--- src/rtl/mem_pkg.sv ---
// Shared definitions for the pipeline memory stage: control-word bit indices,
// access size encodings, multiplier function codes and the bus FSM states.
package mem_pkg;
  localparam int CTRL_REG_WRITE = 2;
  localparam int CTRL_MEM_READ  = 3;
  localparam int CTRL_MEM_WRITE = 4;

  localparam logic [0:1] SZ_BYTE = 2'b00;
  localparam logic [0:1] SZ_HALF = 2'b01;
  localparam logic [0:1] SZ_WORD = 2'b10;

  localparam logic [0:5] ALU_MULT  = 6'h0e;
  localparam logic [0:5] ALU_MULTU = 6'h16;

  typedef enum logic {
    ST_IDLE = 1'b0,
    ST_WAIT = 1'b1
  } mem_state_e;

  // Any size code with the upper bit set is a word access.
  function automatic logic is_word(input logic [0:1] size);
    return size[0];
  endfunction

  function automatic logic is_half(input logic [0:1] size);
    return !size[0] && size[1];
  endfunction
endpackage

--- src/rtl/mem_stage_load_align.sv ---
// Selects the addressed byte/half lane of a big-endian load word and
// sign- or zero-extends it; word loads pass through unchanged.
module load_align
  import mem_pkg::*;
(
  input  logic [0:31] rdata,
  input  logic [0:1]  lane,
  input  logic [0:1]  size,
  input  logic        sgn,
  output logic [0:31] value
);
  logic [0:7]  b;
  logic [0:15] h;

  always_comb begin
    b     = 8'h00;
    h     = lane[0] ? rdata[16:31] : rdata[0:15];
    value = rdata;
    case (lane)
      2'b00:   b = rdata[0:7];
      2'b01:   b = rdata[8:15];
      2'b10:   b = rdata[16:23];
      default: b = rdata[24:31];
    endcase
    if (is_half(size))
      value = {{16{sgn & h[0]}}, h};
    else if (!is_word(size))
      value = {{24{sgn & b[0]}}, b};
  end
endmodule

--- src/rtl/mem_stage.sv ---
// Pipeline MEMORY stage: data-memory req/ack access with timeout, result
// selection, forwarding taps and the MEM/WB pipeline register.
module mem_stage
  import mem_pkg::*;
#(
  parameter int TIMEOUT_CYCLES = 16
) (
  input  logic        clk,
  input  logic        rst_n,
  input  logic [0:8]  ctrl,
  input  logic [0:31] alu_out,
  input  logic [0:31] mult_out,
  input  logic [0:31] write_data,
  input  logic [0:2]  dmem_info,
  input  logic [0:4]  write_reg,
  input  logic [0:5]  alu_ctrl,
  input  logic        fp_reg_write,
  output logic        dmem_req,
  output logic        dmem_we,
  output logic [0:31] dmem_addr,
  output logic [0:3]  dmem_be,
  output logic [0:31] dmem_wdata,
  input  logic        dmem_ack,
  input  logic [0:31] dmem_rdata,
  output logic        mem_stall,
  output logic        bus_error,
  output logic [0:4]  write_reg_mem,
  output logic [0:31] write_val_mem,
  output logic        reg_write_mem,
  output logic [0:8]  ctrl_wb,
  output logic [0:4]  write_reg_wb,
  output logic [0:31] write_val_wb,
  output logic        reg_write_wb,
  output logic        fp_reg_write_wb,
  output mem_state_e  fsm_state
);
  localparam int CNT_W = (TIMEOUT_CYCLES > 2) ? $clog2(TIMEOUT_CYCLES) : 1;
  localparam logic [CNT_W-1:0] CNT_MAX = CNT_W'(TIMEOUT_CYCLES - 1);

  mem_state_e       state;
  logic [CNT_W-1:0] cnt;

  logic        mem_read, mem_write, reg_write, mem_op;
  logic [0:1]  size, lane;
  logic        aligned, timeout, ack_hit, misalign;
  logic [0:31] result, ext_val, ld_val;

  assign mem_read  = ctrl[CTRL_MEM_READ];
  assign mem_write = ctrl[CTRL_MEM_WRITE];
  assign reg_write = ctrl[CTRL_REG_WRITE];
  assign mem_op    = mem_read | mem_write;
  assign size      = dmem_info[1:2];
  assign lane      = alu_out[30:31];

  always_comb begin
    aligned    = 1'b1;
    dmem_be    = 4'b1111;
    dmem_wdata = write_data;
    if (is_word(size)) begin
      aligned = (lane == 2'b00);
    end else if (is_half(size)) begin
      aligned    = !lane[1];
      dmem_be    = lane[0] ? 4'b0011 : 4'b1100;
      dmem_wdata = {2{write_data[16:31]}};
    end else begin
      dmem_be    = 4'b1000 >> lane;
      dmem_wdata = {4{write_data[24:31]}};
    end
  end

  assign result = (alu_ctrl == ALU_MULT || alu_ctrl == ALU_MULTU) ? mult_out : alu_out;

  // Address and data need no holding register: mem_stall freezes EX/MEM.
  assign dmem_addr = {alu_out[0:29], 2'b00};
  assign timeout   = (state == ST_WAIT) && !dmem_ack && (cnt == CNT_MAX);
  // Gated by rst_n so an asserted reset drops the request immediately.
  assign dmem_req  = rst_n && ((state == ST_WAIT) || (mem_op && aligned));
  assign dmem_we   = dmem_req && mem_write;
  assign mem_stall = dmem_req && !dmem_ack && !timeout;
  assign ack_hit   = dmem_req && dmem_ack;
  assign misalign  = (state == ST_IDLE) && mem_op && !aligned;

  load_align u_load_align (
    .rdata (dmem_rdata),
    .lane  (lane),
    .size  (size),
    .sgn   (dmem_info[0]),
    .value (ext_val)
  );

  // Timeouts and misaligned loads both write back zero.
  assign ld_val = ack_hit ? ext_val : 32'h0;

  assign write_reg_mem = write_reg;
  assign write_val_mem = result;
  assign reg_write_mem = reg_write && !mem_read;
  assign fsm_state     = state;

  always_ff @(posedge clk or negedge rst_n) begin
    if (!rst_n) begin
      state     <= ST_IDLE;
      cnt       <= '0;
      bus_error <= 1'b0;
    end else begin
      case (state)
        ST_IDLE: begin
          if (dmem_req && !dmem_ack) begin
            state <= ST_WAIT;
            cnt   <= '0;
          end
          if (misalign) bus_error <= 1'b1;
        end
        ST_WAIT: begin
          if (dmem_ack) begin
            state <= ST_IDLE;
          end else if (timeout) begin
            state     <= ST_IDLE;
            bus_error <= 1'b1;
          end else begin
            cnt <= cnt + 1'b1;
          end
        end
        default: state <= ST_IDLE;
      endcase
    end
  end

  always_ff @(posedge clk or negedge rst_n) begin
    if (!rst_n) begin
      ctrl_wb         <= '0;
      write_reg_wb    <= '0;
      write_val_wb    <= '0;
      reg_write_wb    <= 1'b0;
      fp_reg_write_wb <= 1'b0;
    end else begin
      ctrl_wb         <= mem_stall ? 9'h0 : ctrl;
      write_reg_wb    <= write_reg;
      write_val_wb    <= mem_read ? ld_val : result;
      reg_write_wb    <= !mem_stall && reg_write && !mem_write;
      fp_reg_write_wb <= !mem_stall && fp_reg_write;
    end
  end
endmodule

--- config.mk ---
export PLATFORM = sky130hd
export DESIGN_NAME = mem_stage
export DESIGN_NICKNAME = d
export VERILOG_FILES = /design/src/rtl/mem_pkg.sv /design/src/rtl/mem_stage_load_align.sv /design/src/rtl/mem_stage.sv
export SDC_FILE = /design/constraint.sdc
export NUM_CORES = 1
export LEC_CHECK = 0
export ABC_AREA = 1
export ABC_CLOCK_PERIOD_IN_PS = 1700
export BUFFER_PORTS_ARGS = -buffer_cell sky130_fd_sc_hd__buf_2
export CORE_AREA = 4 4 120 122
export CTS_BUF_LIST = sky130_fd_sc_hd__clkbuf_4
export DETAILED_ROUTE_END_ITERATION = 10
export DIE_AREA = 0 0 124 126
export PLACE_DENSITY = 0.7
export SLEW_MARGIN = 20
export SYNTH_ARGS = -nofsm -noshare
export SYNTH_HDL_FRONTEND = slang
export SYNTH_HIERARCHICAL = 1
export SYNTH_SLANG_ARGS = --single-unit
--- constraint.sdc ---
create_clock -name clk -period 1.7 [get_ports clk]
set_input_delay 0.34 -clock clk [delete_from_list [all_inputs] [get_ports clk]]
set_output_delay 0.34 -clock clk [all_outputs]
set_load 0.01 [all_outputs]
==> flow_summary.toml <==
[outcome]
outcome = "finished, violations left"
violations = "negative setup slack"

[logic_synthesis]
syn_avg_cell_area_sq_um = 6.09
synthFlopType = "dfrtp_1"
synth_edf_count = 0
ys_seq_elements = 54
ys_seq_area_frac = 0.304
mappedNetlistArea_sq_um = 4450
ys_top_cells_by_area = "dfrtp_1 (30%), nand2_1 (30%), buf_4 (7.8%), inv_1 (7.3%), nand3_1 (6.4%)"
ys_warn_count = 6
synthCells = 730
async_flop_share = 1.00
synth_common_cells = "nand2_1 (354), inv_1 (86), nand3_1 (57), dfrtp_1 (54), buf_4 (46)"
synth_top_area_frac = 0.304
synth_cell_types = 33
yosysMostFrequentCell = "nand2_1"
synth_area_leader_cell = "dfrtp_1"

[finish]
drive_gt1_frac = 0.482
layout.nets = 1214
utilization = 0.551
fillers = 1258
area_growth_pct = 63.4

[timing]
timing.hold.ws_ps = 20.3
skew_ps = 18.9
finalSetupViolCount = 14
clock.fmax_ghz = 0.525
worst_slack_ps = -205
slew_violations = 0
rsz0062_at_grt = "yes"
fin_tns_setup_ps = -414
hold_viol_final = 0
period_share = 1.12
period_minus_slack_ps = 1900

[critical_path]
crit_type = "flip-flop to output port"
r2r_start = "cnt[0]$_DFFE_PN0P_"
cp-startpoint = "cnt[0]$_DFFE_PN0P_"
r2r-end = "cnt[3]$_DFFE_PN0P_"
endpoint = "mem_stall"
cp_max_fo = 3
required_ps = 1360
cpLargestDelayFamily = "flip-flops"
cpPeakStageDelay_ps = 430
cp-end-kind = "output port"
critPathBufInv = 3
crit_path_top_delay_cell = "dfrtp_1"
reg2reg_depth = 9
crit_chain = "ha_2 -> nand2_2 -> inv_2 -> nand3_2 -> nand4_1 -> inv_1 -> buf_2"
reg2reg_slack_ps = 270
cp.arrival_ps = 1560
crit_cells = 7
start_kind = "flip-flop"

[pwr]
comb_power_share = 0.452
leakagePower_nw = 4.54
p_seq_frac = 0.383
p_sw_frac = 0.373
p_int_mw = 2.29
powerDensity_nw_per_um2 = 503
worst_ir_drop_vdd_mv = 0.268
clock_power_share = 0.165
switchingPower_mw = 1.36

[drt]
wire_per_inst_um = 15.1
drtAntennaViolNets = 0
via_per_inst = 4.61
num_vias = 5700
drt_wl_total_mm = 18.7
drc = 0
drtPass1Iterations = 5
drt_iter0_drc = 299

[floorplan]
chipWidth_um = 124
pin_count = 314
die_y_um = 126
core_sq_um = 13200
die_area_sq_um = 15600
num_rows = 42
start_util = 0.337

[clocking]
clockRootBuffer = "clkbuf_4"
numCtsBuffers = 5
clkSinkCount = 54
cts_buffer_depth = 2
cts_tree = "done"
cts.clk_slew.worst_paths_ps = 170
clk_latency_ps = 390
h-tree-depth = 2

[placement]
pre_cts_ws_ps = -153
port_buffers = 311
gp_congestion = 0.889
dpl.hpwl_mm = 13.7

[hold_path]
hold_class = "input pin to async pin"

[global_routing]
antenna_found_initial = 1
track_usage = 0.200
grt_overflow = 0
grt_first_pass_wirelength_mm = 25.1
grt_max_degree = 39
grt_pass1_vias = 5160

[flow_run]
drv_cap = 0
## sequential cells by signal (all words and copies together), names as in the netlist
register         cells
reg_write_wb         1
ctrl_wb              9
write_reg_wb         5
bus_error            1
fsm_state            1
write_val_wb        32
cnt                  4
fp_reg_write_wb      1
## stage by stage
stage          power (mW)  cell area [sq um]  cells
4_1_cts              3.46               6470   1222
6_report             3.65               7270   1237
3_3_place_gp         2.79               6200   1202
3_5_place_dp         2.80               6200   1202
5_1_grt              3.90               7260   1236
2_1_floorplan        2.16               4450    731
## cell families after synthesis
| group | Yosys count | synth area share |
|---|---|---|
| flip-flops | 54 | 0.304 |
| other | 1 | 0.000843 |
| AO/OA/AOI/OAI | 49 | 0.0678 |
| adder cells (fa/ha/maj) | 1 | 0.00281 |
| AND/OR/NAND/NOR | 451 | 0.416 |
| buffers and inverters | 173 | 0.207 |
| XOR/XNOR | 1 | 0.00197 |
## routing by layer
layer  part of all wire  track usage
met1               0.40        0.259
met2               0.50        0.340
met3              0.080       0.0345
met4              0.019       0.0599
met5                  0            0
## power by group through the flow
stage	Sequential (mW)	Clock, mW	Combinational, mW
after floorplan	1.47	0	0.686
after global placement	1.42	0	1.36
after detailed placement	1.43	0	1.37
after CTS	1.40	0.623	1.44
after global routing	1.41	0.679	1.81
final	1.40	0.601	1.65
## final cells by class
class | instances | area (sq um) | area share
diodes | 2 | 5.00 | 0.000689
clock buffers | 5 | 37.5 | 0.00517
clock inverters | 3 | 23.8 | 0.00327
inverters | 92 | 355 | 0.0489
multi-input cells | 504 | 2650 | 0.365
flip-flops and latches | 54 | 1350 | 0.186
well taps | 176 | 220 | 0.0303
repair buffers | 401 | 2620 | 0.361
## worst min-delay path by stage
stage,slack (ps),cells past startpoint,to
after floorplan,40,0,bus_error$_DFFE_PN0P_
after global placement,360,2,write_val_wb[26]$_DFF_PN0_
after detailed placement,360,2,fsm_state$_DFF_PN0_
after CTS,5,2,write_val_wb[30]$_DFF_PN0_
after global routing,20,1,write_reg_wb[2]$_DFF_PN0_
final,20,2,write_val_wb[30]$_DFF_PN0_
## cells in the final DEF (no fill, tap or decap), types with 3 or more instances in the layout
cell	instances
nor2_1	21
inv_2	7
nand2_2	27
buf_8	6
nand3_2	12
o21ai_0	20
buf_4	73
clkbuf_4	5
nand2_1	291
buf_12	5
nand3_1	46
o211ai_1	12
buf_2	276
inv_1	83
nand2_4	42
dfrtp_1	54
inv_6	3
a21oi_1	5
buf_6	37
a22oi_1	8
## timing repair
item,4_1_cts,5_1_grt
setup endpoints to repair,33,40
resized for setup,28,157
setup buffers,10,11
hold buffers,1,0
pin swaps,8,13
hold endpoints to repair,16,0
cloned,2,2
Note: power is estimated with default switching activity, not from simulation.
